[src/rtl/raycast_pkg.sv]
// Shared raycaster widths, projection constant, column FSM state and hit-side encodings.
// Pure definitions: no logic, no latency, no flow control.
package raycast_pkg;
   localparam int ANG_W      = 12;
   localparam int DIST_W     = 13;
   localparam int COS_FRAC   = 8;
   localparam int PROJ_CONST = 8896;

   typedef enum logic [3:0] {
      ST_IDLE     = 4'd0,
      ST_ISSUE    = 4'd1,
      ST_WAIT_RSP = 4'd2,
      ST_SELECT   = 4'd3,
      ST_CORRECT  = 4'd4,
      ST_DIVIDE   = 4'd5,
      ST_EMIT     = 4'd6,
      ST_DONE     = 4'd7
   } col_state_e;

   localparam logic SIDE_H = 1'b0;
   localparam logic SIDE_V = 1'b1;
endpackage

[src/rtl/slice_restoring_divider.sv]
// Restoring unsigned divider, one quotient bit per cycle; done is asserted on the Nth busy cycle.
// quotient is valid in the done cycle; start is ignored while busy.
module slice_restoring_divider #(
   parameter int N = 14,
   parameter int D = 13
) (
   input  logic         clock,
   input  logic         reset,
   input  logic         start,
   input  logic [N-1:0] dividend,
   input  logic [D-1:0] divisor,
   output logic         busy,
   output logic         done,
   output logic [N-1:0] quotient
);
   localparam int CNT_W = $clog2(N + 1);

   logic             busy_q, busy_d;
   logic [CNT_W-1:0] cnt_q, cnt_d;
   logic [D-1:0]     rem_q, rem_d;
   logic [D-1:0]     div_q, div_d;
   logic [N-1:0]     quo_q, quo_d;
   logic [D:0]       trial;
   logic             ge;

   always_comb begin
      busy_d = busy_q;
      cnt_d  = cnt_q;
      rem_d  = rem_q;
      div_d  = div_q;
      quo_d  = quo_q;
      // Remainder stays below the divisor, so the shifted trial fits in D+1 bits.
      trial  = {rem_q, quo_q[N-1]};
      ge     = (trial >= {1'b0, div_q});
      if (busy_q) begin
         rem_d = ge ? D'(trial - {1'b0, div_q}) : trial[D-1:0];
         quo_d = {quo_q[N-2:0], ge};
         cnt_d = cnt_q - 1'b1;
         if (cnt_q == CNT_W'(1)) begin
            busy_d = 1'b0;
         end
      end else if (start) begin
         busy_d = 1'b1;
         cnt_d  = CNT_W'(N);
         rem_d  = '0;
         div_d  = divisor;
         quo_d  = dividend;
      end
   end

   always_ff @(posedge clock) begin
      if (reset) begin
         busy_q <= 1'b0;
         cnt_q  <= '0;
         rem_q  <= '0;
         div_q  <= '0;
         quo_q  <= '0;
      end else begin
         busy_q <= busy_d;
         cnt_q  <= cnt_d;
         rem_q  <= rem_d;
         div_q  <= div_d;
         quo_q  <= quo_d;
      end
   end

   assign busy     = busy_q;
   assign done     = busy_q && (cnt_q == CNT_W'(1));
   assign quotient = quo_d;
endmodule

[src/rtl/slice_column_engine.sv]
// Per-frame column sweep: ray request, nearest-hit select, fishbowl correction, divide to clamped slice height.
// 18 cycles per column plus response wait; ray request and slice output hold steady until their ready is seen.
module slice_column_engine
   import raycast_pkg::*;
#(
   parameter int NUM_COLS   = 160,
   parameter int COL_W      = 8,
   parameter int ANG_STEP   = 4,
   parameter int HEIGHT_W   = 7,
   parameter int MAX_HEIGHT = 120
) (
   input  logic                clock,
   input  logic                reset,
   input  logic                start,
   input  logic [ANG_W-1:0]    player_angle,
   output logic                busy,
   output logic                frame_done,
   output logic                ray_req_valid,
   input  logic                ray_req_ready,
   output logic [ANG_W-1:0]    ray_angle,
   input  logic                ray_rsp_valid,
   input  logic                ray_hit_h,
   input  logic [DIST_W-1:0]   ray_dist_h,
   input  logic                ray_hit_v,
   input  logic [DIST_W-1:0]   ray_dist_v,
   output logic [ANG_W-2:0]    cos_addr,
   input  logic [COS_FRAC:0]   cos_beta_data,
   output logic                slice_valid,
   input  logic                slice_ready,
   output logic [COL_W-1:0]    slice_col,
   output logic [HEIGHT_W-1:0] slice_height,
   output logic                slice_hit,
   output logic                slice_side
);
   localparam int Q_W    = $clog2(PROJ_CONST + 1);
   localparam int HALF   = NUM_COLS / 2;
   localparam int BETA_W = ANG_W - 1;
   localparam int PROD_W = DIST_W + COS_FRAC + 1;

   col_state_e          state_q, state_d;
   logic [COL_W-1:0]    col_q, col_d;
   logic [ANG_W-1:0]    pangle_q, pangle_d;
   logic                hit_h_q, hit_h_d, hit_v_q, hit_v_d;
   logic [DIST_W-1:0]   dist_h_q, dist_h_d, dist_v_q, dist_v_d;
   logic [DIST_W-1:0]   dist_q, dist_d;
   logic                hit_q, hit_d, side_q, side_d;
   logic [HEIGHT_W-1:0] height_q, height_d;

   logic [ANG_W-1:0]    alpha;
   logic [COL_W-1:0]    col_dist;
   logic [BETA_W-1:0]   beta_abs;
   logic [PROD_W-1:0]   prod, prod_sh;
   logic [DIST_W-1:0]   perp;
   logic                div_start, div_busy, div_done;
   logic [Q_W-1:0]      div_quo;

   always_comb begin
      // Modulo-2^ANG_W arithmetic wraps the ray angle naturally.
      alpha    = pangle_q + ANG_W'(HALF * ANG_STEP) - ANG_W'(col_q) * ANG_W'(ANG_STEP);
      col_dist = (col_q <= COL_W'(HALF)) ? COL_W'(HALF) - col_q : col_q - COL_W'(HALF);
      beta_abs = BETA_W'(col_dist) * BETA_W'(ANG_STEP);
      prod     = PROD_W'(dist_q) * PROD_W'(cos_beta_data);
      prod_sh  = prod >> COS_FRAC;
      perp     = (|prod_sh[PROD_W-1:DIST_W]) ? '1 : prod_sh[DIST_W-1:0];
      if (perp == '0) begin
         perp = DIST_W'(1);
      end
   end

   assign div_start = (state_q == ST_CORRECT) && !div_busy;

   slice_restoring_divider #(
      .N (Q_W),
      .D (DIST_W)
   ) u_div (
      .clock    (clock),
      .reset    (reset),
      .start    (div_start),
      .dividend (Q_W'(PROJ_CONST)),
      .divisor  (perp),
      .busy     (div_busy),
      .done     (div_done),
      .quotient (div_quo)
   );

   always_comb begin
      state_d  = state_q;
      col_d    = col_q;
      pangle_d = pangle_q;
      hit_h_d  = hit_h_q;
      hit_v_d  = hit_v_q;
      dist_h_d = dist_h_q;
      dist_v_d = dist_v_q;
      dist_d   = dist_q;
      hit_d    = hit_q;
      side_d   = side_q;
      height_d = height_q;
      case (state_q)
         ST_IDLE: begin
            if (start) begin
               pangle_d = player_angle;
               col_d    = '0;
               state_d  = ST_ISSUE;
            end
         end
         ST_ISSUE: begin
            if (ray_req_ready) state_d = ST_WAIT_RSP;
         end
         ST_WAIT_RSP: begin
            if (ray_rsp_valid) begin
               hit_h_d  = ray_hit_h;
               hit_v_d  = ray_hit_v;
               dist_h_d = ray_dist_h;
               dist_v_d = ray_dist_v;
               state_d  = ST_SELECT;
            end
         end
         ST_SELECT: begin
            // Equal distances resolve to the horizontal hit.
            if (hit_h_q && (!hit_v_q || dist_h_q <= dist_v_q)) begin
               dist_d  = dist_h_q;
               side_d  = SIDE_H;
               hit_d   = 1'b1;
               state_d = ST_CORRECT;
            end else if (hit_v_q) begin
               dist_d  = dist_v_q;
               side_d  = SIDE_V;
               hit_d   = 1'b1;
               state_d = ST_CORRECT;
            end else begin
               side_d   = SIDE_H;
               hit_d    = 1'b0;
               height_d = '0;
               state_d  = ST_EMIT;
            end
         end
         ST_CORRECT: state_d = ST_DIVIDE;
         ST_DIVIDE: begin
            if (div_done) begin
               height_d = (div_quo > Q_W'(MAX_HEIGHT)) ? HEIGHT_W'(MAX_HEIGHT)
                                                      : div_quo[HEIGHT_W-1:0];
               state_d  = ST_EMIT;
            end
         end
         ST_EMIT: begin
            if (slice_ready) begin
               if (col_q == COL_W'(NUM_COLS - 1)) begin
                  state_d = ST_DONE;
               end else begin
                  col_d   = col_q + 1'b1;
                  state_d = ST_ISSUE;
               end
            end
         end
         ST_DONE: state_d = ST_IDLE;
         default: state_d = ST_IDLE;
      endcase
   end

   always_ff @(posedge clock) begin
      if (reset) begin
         state_q  <= ST_IDLE;
         col_q    <= '0;
         pangle_q <= '0;
         hit_h_q  <= 1'b0;
         hit_v_q  <= 1'b0;
         dist_h_q <= '0;
         dist_v_q <= '0;
         dist_q   <= '0;
         hit_q    <= 1'b0;
         side_q   <= 1'b0;
         height_q <= '0;
      end else begin
         state_q  <= state_d;
         col_q    <= col_d;
         pangle_q <= pangle_d;
         hit_h_q  <= hit_h_d;
         hit_v_q  <= hit_v_d;
         dist_h_q <= dist_h_d;
         dist_v_q <= dist_v_d;
         dist_q   <= dist_d;
         hit_q    <= hit_d;
         side_q   <= side_d;
         height_q <= height_d;
      end
   end

   assign busy          = (state_q != ST_IDLE);
   assign frame_done    = (state_q == ST_DONE);
   assign ray_req_valid = (state_q == ST_ISSUE);
   assign ray_angle     = ray_req_valid ? alpha : '0;
   assign cos_addr      = (state_q == ST_CORRECT) ? beta_abs : '0;
   assign slice_valid   = (state_q == ST_EMIT);
   assign slice_col     = col_q;
   assign slice_height  = height_q;
   assign slice_hit     = hit_q;
   assign slice_side    = side_q;
endmodule

[config.mk]
export PLATFORM = sky130hd
export DESIGN_NAME = slice_column_engine
export DESIGN_NICKNAME = d
export VERILOG_FILES = /design/src/rtl/raycast_pkg.sv /design/src/rtl/slice_restoring_divider.sv /design/src/rtl/slice_column_engine.sv
export SDC_FILE = /design/constraint.sdc
export NUM_CORES = 1
export LEC_CHECK = 0
export ABC_AREA = 0
export CORE_MARGIN = 1
export CORE_UTILIZATION = 59
export CTS_CLUSTER_SIZE = 40
export DETAILED_ROUTE_END_ITERATION = 10
export PLACE_DENSITY = 0.81
export SLEW_MARGIN = 20
export SYNTH_ARGS = -nofsm -noshare
export SYNTH_HDL_FRONTEND = slang
export SYNTH_SLANG_ARGS = --single-unit
[constraint.sdc]
create_clock -name clock -period 7.1 [get_ports clock]
set_input_delay 1.065 -clock clock [delete_from_list [all_inputs] [get_ports clock]]
set_output_delay 1.065 -clock clock [all_outputs]
set_load 0.03 [all_outputs]
==> results of run 1 <==
==> metal layers <==
metal	share of wire	up-vias
li1	-	4430
met1	0.46	4263
met2	0.47	236
met3	0.051	43
met4	0.022	0
met5	0	-
==> worst paths after layout <==
kind                      to  slack (ns)  cells past startpoint
max           u_div.div_q[0]        0.97                     17
min reg2reg  slice_height[0]        0.45                      2
min          slice_height[0]        0.45                      2
max reg2reg   u_div.div_q[0]        1.77                     17
==> cell type report <==
class                           instances  area [um2]  share of cell area
Clock buffer                           19         453              0.0376
Clock inverter                         13         123              0.0102
Inverter                              155         582              0.0483
Multi-Input combinational cell        973        7240               0.601
Sequential cell                       118        2360               0.196
Tap cell                              225         282              0.0234
Timing Repair Buffer                  102        1000              0.0831
==> through the flow <==
| stage | hold slack [ns] | std cells |
|---|---|---|
| finish | 0.453 | 1605 |
| global route | 0.470 | 1605 |
| CTS | 0.455 | 1605 |
| detailed placement | 0.447 | 1573 |
| global placement | 0.442 | 1573 |
| floorplan | 0.432 | 1319 |
==> cells by family after synthesis <==
logic type,synth area share
xor+xnor,0.0326
compound gates,0.150
simple gates,0.234
buf+inv,0.0854
fa+ha+maj,0.256
mux,0.0166
flops,0.225
other cells,0.000357
==> synth_stat cells, types with 17 or more instances <==
cell type,count,area (um2)
a211oi_1,17,128
a21oi_1,87,435
and2_1,63,394
clkbuf_1,52,195
dfxtp_1,118,2360
fa_1,78,1560
ha_1,90,1130
inv_1,154,578
nand2_1,198,743
nand3_1,25,125
nor2_1,121,454
nor3_1,24,120
o21ai_1,23,115
xnor2_1,24,210
==> power by group <==
part | switching [uW] | internal, uW | total [uW]
clock | 332 | 503 | 834
sequential | 61.1 | 717 | 778
combinational | 589 | 432 | 1020
==> critical path, cell delays in order <==
cell and delay (ns):
clkdlybuf4s50_1 0.63, and2_1 0.30, fa_1 0.57, fa_1 0.44, fa_1 0.54, inv_1 0.05, fa_1 0.53, inv_1 0.04
ha_1 0.41, nand4_2 0.23, nor2_1 0.29, nand4_1 0.17, nand3b_1 0.20, a21o_1 0.14, nand3_1 0.35, a211oi_1 0.36
a31o_1 0.14
==> flip-flops by register name, summed over array words and instances (netlist names), 8 cells and up <==
signal / flops
dist_q: 13
slice_col: 8
dist_h_q: 13
dist_v_q: 13
u_div.rem_q: 13
u_div.quo_q: 14
u_div.div_q: 13
pangle_q: 12
==> out/results.tsv, run 1 <==
metric	value	unit
met1 usage	0.357	
Seq/Total Area, Yosys	0.225	
drt pass-1 iters	5	
total track usage	0.273	
routed len/inst	14.5	um
clock skew	0.0128	ns
most common cell after layout, fill and taps aside	nand2_1	
WP data required	7.46	ns
# diodes	0	
Post-Route WL	23.3	mm
area delta synth->final	14.8	%
fin util	0.694	
post-synthesis register bit count	118	
Cells after Synth	1317	
fin crit share	0.864	
initial antenna violation count	0	
die span in x	135	um
Initial Util	0.605	
clock sink total	118	
Worst Slack Setup Final	0.968	ns
number of H-tree levels	4	
DRC viols	0	
final instance area	12000	um2
DR vias	8972	
Fmax	0.163	GHz
IO Port Bufs	95	
PwrDens	219	nW/um2
post-layout min period	6.13	ns
share of cells above drive strength 1	0.0551	
Design Power	2630	uW
post-CTS resize count	0	
RePlAce Congestion	0.866	
gr busiest metal	met2	
RSZ-0062 raised after global routing	false	
final hold vios	0	
CP Max Fanout	13	
pin count of the biggest net entering global routing	86	
RR Startpoint	dist_q[0]	
Crit. Startpoint	cos_beta_data[5]	
final antenna-violating net count	0	
endpoints failing setup	0	
Max-cap violations	0	
nets	1590	
worst vdd ir	0.213	mV
met2 Usage GRT	0.448	
CTS max path bufs	2	
Async SR Flop Fraction	0	
first-pass GRT wire length	40.4	mm
CTS Hold Bufs	0	
outcome	finished, final reports clean	
Leakage	0.00537	uW
Slew Limit Headroom	0.404	
Setup crit end kind	register	
Clk Latency, worst-skew pair	0.42	ns
library cells used by synthesis	84	
grt ovf	0	
CP startpoint kind	input port	
vias in the first global route	8797	
Top FF cell, synth	dfxtp_1	
DP Area	11500	um2
postcts setup bufs	0	
Hold Crit Start	slice_height[0]	
classification of the worst-slack hold path	reg2reg	
die span in y	135	um
die area	18300	um2
register clock-pin slew on the reported worst setup and hold paths	0.06	ns
Fin Setup TNS	0	ns
Core ar.	17400	um2
grt met3 use	0.0509	
Synth warnings	0	
dpl hpwl	17.1	mm
Netlist Area Pre-Place	10500	um2
post-DR vias/cell	5.59	
Worst-Margin Slew	0.894	ns
Pins Over Slew Limit	0	
Fillers	1383	
Num CTS Buffers	17	
most frequent cells in the layout	nand2_1, inv_1, nor2_1, dfxtp_1, clkdlybuf4s50_1	
clk root buf	clkbuf_16	
critical path data arrival time	6.49	ns
number of synthesized flops with an enable pin	0	
WS Path Type	in2reg	
Place WS	0.686	ns
Mapped Avg Cell Area	7.97	um2
initial DRC count	471	
IO Pins	99	
CTS tree	yes	
Rows	48	
(Power assumes the default switching activity.)
==> inputs of run 2 (changes only) <==
--- a/config.mk
+++ b/config.mk
@@ -10,6 +10,7 @@
 export CORE_UTILIZATION = 59
 export CTS_CLUSTER_SIZE = 40
 export DETAILED_ROUTE_END_ITERATION = 10
+export HOLD_SLACK_MARGIN = 0.05
 export PLACE_DENSITY = 0.81
 export SLEW_MARGIN = 20
 export SYNTH_ARGS = -nofsm -noshare
==> results of run 2 <==
No change in the layout: final DEF, timing and power equal those of run 1.
